<file path="config.mk">
export PLATFORM = sky130hd
export DESIGN_NAME = data_mem_arbiter
export DESIGN_NICKNAME = d
export VERILOG_FILES = /design/src/rtl/mem_arb_pkg.sv /design/src/rtl/rr_grant2.sv /design/src/rtl/data_mem_arbiter.sv
export SDC_FILE = /design/constraint.sdc
export NUM_CORES = 1
export LEC_CHECK = 0
export BUFFER_PORTS_ARGS = -buffer_cell sky130_fd_sc_hd__buf_2
export CAP_MARGIN = 20
export CORE_AREA = 2 2 116 118
export DETAILED_ROUTE_END_ITERATION = 6
export DIE_AREA = 0 0 118 120
export HOLD_SLACK_MARGIN = 0.12
export PLACE_DENSITY = 0.49
export SETUP_SLACK_MARGIN = 0.5
export SLEW_MARGIN = 25
export SYNTH_ARGS = -nofsm -noshare
export SYNTH_HDL_FRONTEND = slang
export SYNTH_SLANG_ARGS = --single-unit
</file>
<file path="constraint.sdc">
create_clock -name clk_i -period 5.65 [get_ports clk_i]
set_input_delay 1.13 -clock clk_i [delete_from_list [all_inputs] [get_ports clk_i]]
set_output_delay 1.13 -clock clk_i [all_outputs]
set_load 0.05 [all_outputs]
</file>
<file path="src/rtl/mem_arb_pkg.sv">
// Shared types for the data-memory arbiter: port identifiers and the memory request payload.
package mem_arb_pkg;

    localparam int unsigned MEM_DW = 32;

    typedef logic port_id_t;

    localparam port_id_t PORT_CORE   = 1'b0;
    localparam port_id_t PORT_LOADER = 1'b1;

    typedef struct packed {
        logic              we;
        logic              byte_op;
        logic [MEM_DW-1:0] addr;
        logic [MEM_DW-1:0] wd;
    } mem_req_t;

endpackage

</file>
<file path="src/rtl/rr_grant2.sv">
// Combinational two-way grant: round-robin on ties, port-1 lock bounded by the fairness hit.
module rr_grant2
    import mem_arb_pkg::*;
(
    input  logic       valid0,
    input  logic       valid1,
    input  port_id_t   last,
    input  logic       lock,
    input  logic       fair_hit,
    output logic [1:0] grant_c
);

    always_comb begin
        grant_c = 2'b00;
        if (valid0 && valid1) begin
            if (lock) begin
                grant_c = fair_hit ? 2'b01 : 2'b10;
            end else begin
                grant_c = (last == PORT_LOADER) ? 2'b01 : 2'b10;
            end
        end else if (valid0) begin
            grant_c = 2'b01;
        end else if (valid1) begin
            grant_c = 2'b10;
        end
    end

endmodule

</file>
<file path="src/rtl/data_mem_arbiter.sv">
// Shares the single-port data memory between the core (port 0) and the loader (port 1).
module data_mem_arbiter
    import mem_arb_pkg::*;
#(
    parameter int unsigned DATA_WIDTH = 32,
    parameter int unsigned LOCK_MAX   = 8,
    parameter int unsigned CNT_WIDTH  = 4
) (
    input  logic                  clk_i,
    input  logic                  rst_ni,
    input  logic                  p0_valid_i,
    input  logic                  p0_we_i,
    input  logic                  p0_byte_op_i,
    input  logic [DATA_WIDTH-1:0] p0_addr_i,
    input  logic [DATA_WIDTH-1:0] p0_wd_i,
    output logic                  p0_ready_o,
    output logic                  p0_rvalid_o,
    output logic [DATA_WIDTH-1:0] p0_rdata_o,
    input  logic                  p1_valid_i,
    input  logic                  p1_we_i,
    input  logic                  p1_byte_op_i,
    input  logic [DATA_WIDTH-1:0] p1_addr_i,
    input  logic [DATA_WIDTH-1:0] p1_wd_i,
    input  logic                  p1_lock_i,
    output logic                  p1_ready_o,
    output logic                  p1_rvalid_o,
    output logic [DATA_WIDTH-1:0] p1_rdata_o,
    output logic                  mem_we_o,
    output logic                  mem_byte_op_o,
    output logic [DATA_WIDTH-1:0] mem_addr_o,
    output logic [DATA_WIDTH-1:0] mem_wd_o,
    input  logic [DATA_WIDTH-1:0] mem_rd_i
);

    port_id_t              last_q;
    logic                  lock_q, lock_d;
    logic [CNT_WIDTH-1:0]  fair_cnt_q, fair_cnt_d;
    logic                  rvalid_q;
    port_id_t              rsp_port_q;
    logic [DATA_WIDTH-1:0] rdata_q;

    logic                  fair_hit;
    logic [1:0]            grant_raw;
    logic [1:0]            grant;
    logic                  accept_rd;
    mem_req_t              req0, req1, req_sel;

    assign fair_hit = (fair_cnt_q == CNT_WIDTH'(LOCK_MAX));

    rr_grant2 u_grant (
        .valid0   (p0_valid_i),
        .valid1   (p1_valid_i),
        .last     (last_q),
        .lock     (lock_q),
        .fair_hit (fair_hit),
        .grant_c  (grant_raw)
    );

    // No request may be accepted while reset is held.
    assign grant      = rst_ni ? grant_raw : 2'b00;
    assign p0_ready_o = grant[0];
    assign p1_ready_o = grant[1];

    always_comb begin
        req0 = '{we: p0_we_i, byte_op: p0_byte_op_i,
                 addr: MEM_DW'(p0_addr_i), wd: MEM_DW'(p0_wd_i)};
        req1 = '{we: p1_we_i, byte_op: p1_byte_op_i,
                 addr: MEM_DW'(p1_addr_i), wd: MEM_DW'(p1_wd_i)};
        req_sel = '0;
        if (grant[0]) begin
            req_sel = req0;
        end else if (grant[1]) begin
            req_sel = req1;
        end
    end

    assign mem_we_o      = req_sel.we;
    assign mem_byte_op_o = req_sel.byte_op;
    assign mem_addr_o    = DATA_WIDTH'(req_sel.addr);
    assign mem_wd_o      = DATA_WIDTH'(req_sel.wd);

    assign accept_rd = (grant[0] && !p0_we_i) || (grant[1] && !p1_we_i);

    // Lock and fairness next-state.
    always_comb begin
        lock_d     = lock_q;
        fair_cnt_d = fair_cnt_q;
        if (!p1_valid_i) begin
            lock_d = 1'b0;
        end else if (grant[1]) begin
            lock_d = p1_lock_i;
        end else if (grant[0] && lock_q) begin
            lock_d = 1'b0;
        end
        if (!p0_valid_i || grant[0]) begin
            fair_cnt_d = '0;
        end else if (grant[1] && !fair_hit) begin
            fair_cnt_d = fair_cnt_q + CNT_WIDTH'(1);
        end
    end

    always_ff @(posedge clk_i or negedge rst_ni) begin
        if (!rst_ni) begin
            last_q     <= PORT_LOADER;
            lock_q     <= 1'b0;
            fair_cnt_q <= '0;
            rvalid_q   <= 1'b0;
            rsp_port_q <= PORT_CORE;
            rdata_q    <= '0;
        end else begin
            lock_q     <= lock_d;
            fair_cnt_q <= fair_cnt_d;
            rvalid_q   <= accept_rd;
            if (grant[0]) begin
                last_q <= PORT_CORE;
            end else if (grant[1]) begin
                last_q <= PORT_LOADER;
            end
            if (accept_rd) begin
                rdata_q    <= mem_rd_i;
                rsp_port_q <= grant[1] ? PORT_LOADER : PORT_CORE;
            end
        end
    end

    assign p0_rvalid_o = rvalid_q && (rsp_port_q == PORT_CORE);
    assign p1_rvalid_o = rvalid_q && (rsp_port_q == PORT_LOADER);
    assign p0_rdata_o  = rdata_q;
    assign p1_rdata_o  = rdata_q;

endmodule

</file>
==> results.sh, run 1 <==
export IMPL_synth_seq_cells=40
export IMPL_clk_pin_slew_ns=0.06
export IMPL_crit_type="primary input to output pin"
export IMPL_layout_setup_ws_ns=1.884
export IMPL_worstReg2RegStart="fair_cnt_q[0]"
export IMPL_num_rows=42
export IMPL_drtAntennaViolNets=0
export IMPL_cp_start_kind="primary input"
export IMPL_hp_start="last_q"
export IMPL_grt_pass1_vias=2824
export IMPL_power_density_nw_per_um2=425.5
export IMPL_grt_pass1_wl_mm=13.76
export IMPL_postCtsSetupRepairBufs=0
export IMPL_crit_top_cell="buf_2"
export IMPL_num_io_pins=303
export IMPL_fin_nets=664
export IMPL_postCtsHoldBufs=0
export IMPL_synth_flop_cell="dfrtp_1"
export IMPL_leakagePower_nw=2.355
export IMPL_syn_nets=405
export IMPL_htreeDepth=2
export IMPL_status="complete, no violations"
export IMPL_hold_viol_final=0
export IMPL_drive_gt1_frac=0.7045
export IMPL_postRouteWirelength_mm=8.937
export IMPL_slew_headroom=0.5150
export IMPL_cts_tree="yes"
export IMPL_hold_depth=2
export IMPL_numClockSinks=40
export IMPL_worst_r2r_path_depth=7
export IMPL_cp_max_fo=68
export IMPL_synth_area_um2=2609
export IMPL_antenna_found_initial=1
export IMPL_min_period_ns=3.766
export IMPL_slowest_stage="and3_4"
export IMPL_setup_viol=0
export IMPL_cts_buffers=5
export IMPL_min_to="last_q"
export IMPL_synthCells=234
export IMPL_ys_types=34
export IMPL_synth_area_leader_cell="dfrtp_1"
export IMPL_worstPathRequired_ns=4.52
export IMPL_yosysTopAreaCellShare=0.3741
export IMPL_die_y_um=120
export IMPL_period_share=0.6666
export IMPL_ff2ff_setup_slack_ns=3.10
export IMPL_cp_slowest_stage_delay_ns=0.64
export IMPL_synth_common_cells="a22o_1, dfrtp_1, buf_4"
export IMPL_worst_slew_pin_slew_ns=0.7274
export IMPL_grt_overflow_total=0
export IMPL_seqCellArea_um2=1002
export IMPL_dpl_cell_area_um2=4026
export IMPL_dr_pass1_iters=4
export IMPL_timing_rr_end="p0_rdata_o[25]"
export IMPL_hold_path_class="flop to flop"
export IMPL_routed_via_count=2880
export IMPL_crit_start="p1_valid_i"
export IMPL_tns_ns=0
export IMPL_syn_to_final_growth_pct=60.77
export IMPL_peakVddDrop_v=0.0001860
export IMPL_cp_end_kind="output pin"
export IMPL_synth_area_top_cells="dfrtp_1, a22o_1, mux2_2, buf_4, mux2_1"
export IMPL_synth_edf_count=0
export IMPL_ys_warn_count=0
export IMPL_die_area_um2=14160
export IMPL_grt_usage=0.1191
export IMPL_clock_fmax_ghz=0.2655
export IMPL_multi_input_area_um2=1247
export IMPL_ys_seq_area_frac=0.3842
export IMPL_grt_start_max_net_pins=72
export IMPL_port_buffers=302
export IMPL_rsz0062_at_grt="no"
export IMPL_avgRoutedWirePerCell_um=13.34
export IMPL_insertion_delay_ns=0.28
export IMPL_avgSynthCellArea_um2=11.15
export IMPL_preCtsSetupSlack_ns=1.862
export IMPL_drt_iter0_drc=101
export IMPL_diodes=0
export IMPL_core_area_um2=12980
export IMPL_cts_path_max_buffers=2
export IMPL_gp_congestion=0.7483
export IMPL_cap_violations=0
export IMPL_via_per_inst=4.299
export IMPL_start_util=0.2010
export IMPL_timing_hold_ws_ns=0.5070
export IMPL_final_cell_area_um2=4194
export IMPL_die_w_um=118
export IMPL_skew_ns=0.003290
export IMPL_cts_resized=0
export IMPL_path_cells="buf_2 -> nand3_1 -> and3_4 -> a22o_1 -> buf_2"
export IMPL_remaining_drc_errors=0
export IMPL_cts_root_buf="clkbuf_16"
export IMPL_fill_cells=1371
export IMPL_synthArstFlopShare=1.000
export IMPL_synth_most_common_cell="a22o_1"
export IMPL_finalMaxSlewViolations=0
export IMPL_hpwlAfterDp_mm=7.409
export IMPL_arrival_ns=2.64
-- critical path: cells and delay by family --
kind / cells / cell delay [ns]
compound gates: 1 / 0.26
buf+inv: 2 / 0.43
simple gates: 2 / 0.74
-- how the worst max path moves through the flow --
| stage | end | slack (ns) | cells after the start |
|---|---|---|---|
| floorplan | mem_addr_o[23] | 1.55 | 6 |
| global placement | mem_we_o | 1.54 | 5 |
| detailed placement | mem_we_o | 1.86 | 5 |
| CTS | mem_we_o | 1.86 | 5 |
| global route | mem_we_o | 1.76 | 5 |
| finish | mem_addr_o[3] | 1.88 | 5 |
-- registers in the layout, summed over array words and instances, names as in the netlist --
register    count
last_q          1
rsp_port_q      1
lock_q          1
rvalid_q        1
fair_cnt_q      4
p0_rdata_o     32
-- placed cells by master (no fill, tap or decap), types with 2 or more instances in the layout --
cell	netlist	layout
dfrtp_1	39	39
inv_1	8	8
a31oi_1	2	2
mux2_2	28	28
mux2_1	5	5
o21ai_0	2	2
clkbuf_16	0	5
buf_4	32	2
ha_1	2	2
buf_2	6	302
nor2_1	7	7
and2_1	2	2
a22o_1	66	66
-- per-layer routing --
layer | global-route usage | wire length [um] | part of all wire
met5 | 0 | 13 | 0.0015
met4 | 0.03163 | 79 | 0.0088
met3 | 0.02614 | 704 | 0.079
met2 | 0.2097 | 4492 | 0.50
met1 | 0.1470 | 3647 | 0.41
-- cell families after synthesis --
group,after synthesis,share of synthesized area
AO/OA/AOI/OAI,78,0.2633
buffers and inverters,60,0.1439
flip-flops,40,0.3842
multiplexers,34,0.1463
AND/OR/NAND/NOR,19,0.04940
adder cells (fa/ha/maj),2,0.009591
XOR/XNOR,1,0.003358
-- layout make-up --
class                   count  share of cell area
clock inverters             3             0.01014
flip-flops and latches     40              0.2390
clock buffers               5             0.02983
multi-input cells         134              0.2974
inverters                   8            0.007160
repair buffers            304              0.3640
well taps                 176             0.05251
-- through the flow --
| stage | power, W | utilization | instances |
|---|---|---|---|
| 6_report | 0.001785 | 0.3231 | 670 |
| 5_1_grt | 0.001868 | 0.3231 | 670 |
| 4_1_cts | 0.001810 | 0.3231 | 670 |
| 3_5_place_dp | 0.001481 | 0.3102 | 662 |
| 3_3_place_gp | 0.001475 | 0.3091 | 662 |
| 2_1_floorplan | 0.001307 | - | 234 |
-- power by group --
| group | internal [W] | switching [W] |
|---|---|---|
| Clock | 0.000207 | 0.000110 |
| Sequential | 0.000357 | 0.0000463 |
| Combinational | 0.000257 | 0.000807 |
| Total | 0.000821 | 0.000963 |
Power figures use the tool's default switching activity.
==> inputs of run 2 (changes only) <==
Settings changed: PLACE_DENSITY 0.49 to 0.51.
Clock period 5.65 ns to 3.3 ns, I/O delays scaled along.
==> run 2 against run 1 <==
Effect of this change: final cell count rose by 2.5%; worst hold slack lost 0.0021 ns; sequential power rose by 70%; combinational power rose by 84%; critical path depth rose by 4; sequential share of layout area down 2.5 points; core utilization increased by 3.8 points.
==> results.sh, run 2 (same netlist as run 1, synthesis figures left out) <==
export IMPL_htreeDepth=2
export IMPL_dpl_cell_area_um2=4085
export IMPL_arrival_ns=2.05
export IMPL_cp_max_fo=13
export IMPL_die_y_um=120
export IMPL_tns_ns=0
export IMPL_power_w=0.003213
export IMPL_status="complete, no violations"
export IMPL_final_cell_count_no_fill=687
export IMPL_crit_buf_inv=4
export IMPL_seqPwrFrac=0.214
export IMPL_hold_path_class="flop to flop"
export IMPL_crit_family="buffers and inverters"
export IMPL_grt_usage=0.1348
export IMPL_dr_pass1_iters=4
export IMPL_clock_fmax_ghz=0.3692
export IMPL_drtAntennaViolNets=0
export IMPL_dp_cells=665
export IMPL_grt_overflow_total=0
export IMPL_cts_root_buf="clkbuf_16"
export IMPL_syn_to_final_growth_pct=79.57
export IMPL_fin_nets=678
export IMPL_start_util=0.2010
export IMPL_skew_ns=0.007214
export IMPL_hpwlAfterDp_mm=7.893
export IMPL_postRouteWirelength_mm=10.48
export IMPL_gp_congestion=0.8144
export IMPL_cts_path_max_buffers=2
export IMPL_power_density_nw_per_um2=685.9
export IMPL_grt_start_max_net_pins=72
export IMPL_cts_tree="yes"
export IMPL_power_switching_w=0.001682
export IMPL_cts_buffers=5
export IMPL_num_rows=42
export IMPL_grt_pass1_wl_mm=15.19
export IMPL_grt_pass1_vias=2968
export IMPL_postCtsHoldBufs=0
export IMPL_routed_via_count=3012
export IMPL_rsz0062_at_grt="no"
export IMPL_drive_gt1_frac=0.7362
export IMPL_num_io_pins=303
export IMPL_clk_pin_slew_ns=0.06
export IMPL_die_w_um=118
export IMPL_power_frac_comb=0.608
export IMPL_die_area_um2=14160
export IMPL_finalMaxSlewViolations=0
export IMPL_leakagePower_nw=2.516
export IMPL_drt_iter0_drc=104
export IMPL_crit_type="flop to output pin"
export IMPL_worstPathRequired_ns=2.64
export IMPL_pwr_share_clk=0.178
export IMPL_insertion_delay_ns=0.28
export IMPL_period_share=0.8208
export IMPL_final_common_cell="buf_2"
export IMPL_avgRoutedWirePerCell_um=15.25
export IMPL_setup_viol=0
export IMPL_path_cells="inv_2 -> ha_4 -> nand4b_4 -> nand3_2 -> and3_4 -> buf_12 -> clkbuf_16 -> a22o_1 -> buf_4"
export IMPL_peakVddDrop_v=0.0002875
export IMPL_slew_headroom=0.6349
export IMPL_mostFrequentLayoutCells="buf_2, a22o_1, dfrtp_1, buf_4, mux2_2"
export IMPL_slowest_stage="dfrtp_1"
export IMPL_via_per_inst=4.384
export IMPL_cp_slowest_stage_delay_ns=0.39
export IMPL_remaining_drc_errors=0
export IMPL_antenna_found_initial=2
export IMPL_min_period_ns=2.709
export IMPL_final_cell_area_um2=4684
export IMPL_cap_violations=0
export IMPL_largest_reg_flops=32
export IMPL_cp_end_kind="output pin"
export IMPL_cp_start_kind="flop"
export IMPL_hold_viol_final=0
export IMPL_worst_slew_pin_slew_ns=0.5476
export IMPL_p_sw_frac=0.5235
export IMPL_numClockSinks=40
export IMPL_port_buffers=302
export IMPL_core_area_um2=12980
export IMPL_intPower_w=0.001531
==> run 2: final cells by class <==
class / count / area, um2
Fill cell: 1322 / 8295
Timing Repair Buffer: 318 / 1982
Multi-Input combinational cell: 134 / 1265
Sequential cell: 40 / 1002
Tap cell: 176 / 220.2
Clock buffer: 6 / 138.9
Clock inverter: 2 / 38.79
Inverter: 8 / 30.03
Antenna cell: 3 / 7.507
==> run 2: through the flow <==
stage               setup slack (ns)  hold slack (ns)    util
floorplan                     0.5728           0.3644       -
global placement              0.5050           0.4916  0.3147
detailed placement            0.4799           0.5008  0.3147
CTS                           0.5040           0.5148  0.3568
global route                  0.5038           0.5291  0.3605
finish                        0.5914           0.5049  0.3609
==> run 2: power groups by stage <==
stage / logic (W) / clock network, W / registers, W
after global placement: 0.00185 / 0 / 0.000692
final: 0.00195 / 0.000573 / 0.000687
after CTS: 0.00195 / 0.000599 / 0.000690
after floorplan: 0.00116 / 0 / 0.00108
after detailed placement: 0.00185 / 0 / 0.000700
after global routing: 0.00202 / 0.000617 / 0.000707
==> run 2: path summary, 6_finish.rpt <==
path | slack [ns] | cells after the start | endpoint | from
max | 0.59 | 9 | mem_wd_o[9] | fair_cnt_q[0]
min in group asynchronous | 0.57 | 2 | p0_rdata_o[19] | rst_ni
max reg2reg | 1.32 | 8 | p0_rdata_o[3] | fair_cnt_q[0]
min reg2reg | 0.50 | 1 | p0_rdata_o[21] | p0_rdata_o[21]
min | 0.50 | 1 | p0_rdata_o[21] | p0_rdata_o[21]
max in group asynchronous | 2.36 | 2 | fair_cnt_q[1] | rst_ni
==> run 2: timing repair <==
| action | 4_1_cts | 5_1_grt |
|---|---|---|
| gates resized for setup | 83 | 2 |
| endpoints found under the setup margin | 64 | 39 |
| setup buffers | 5 | 3 |
| pin swaps | 3 | 3 |
| gates cloned | 2 | 1 |
==> run 2: layer usage <==
metal | part of all wire | vias to the layer above | track usage
met3 | 0.060 | 6 | 0.02662
li1 | - | 1407 | -
met1 | 0.42 | 1445 | 0.1709
met4 | 0.011 | 0 | 0.03389
met5 | 0 | - | 0
met2 | 0.51 | 154 | 0.2347
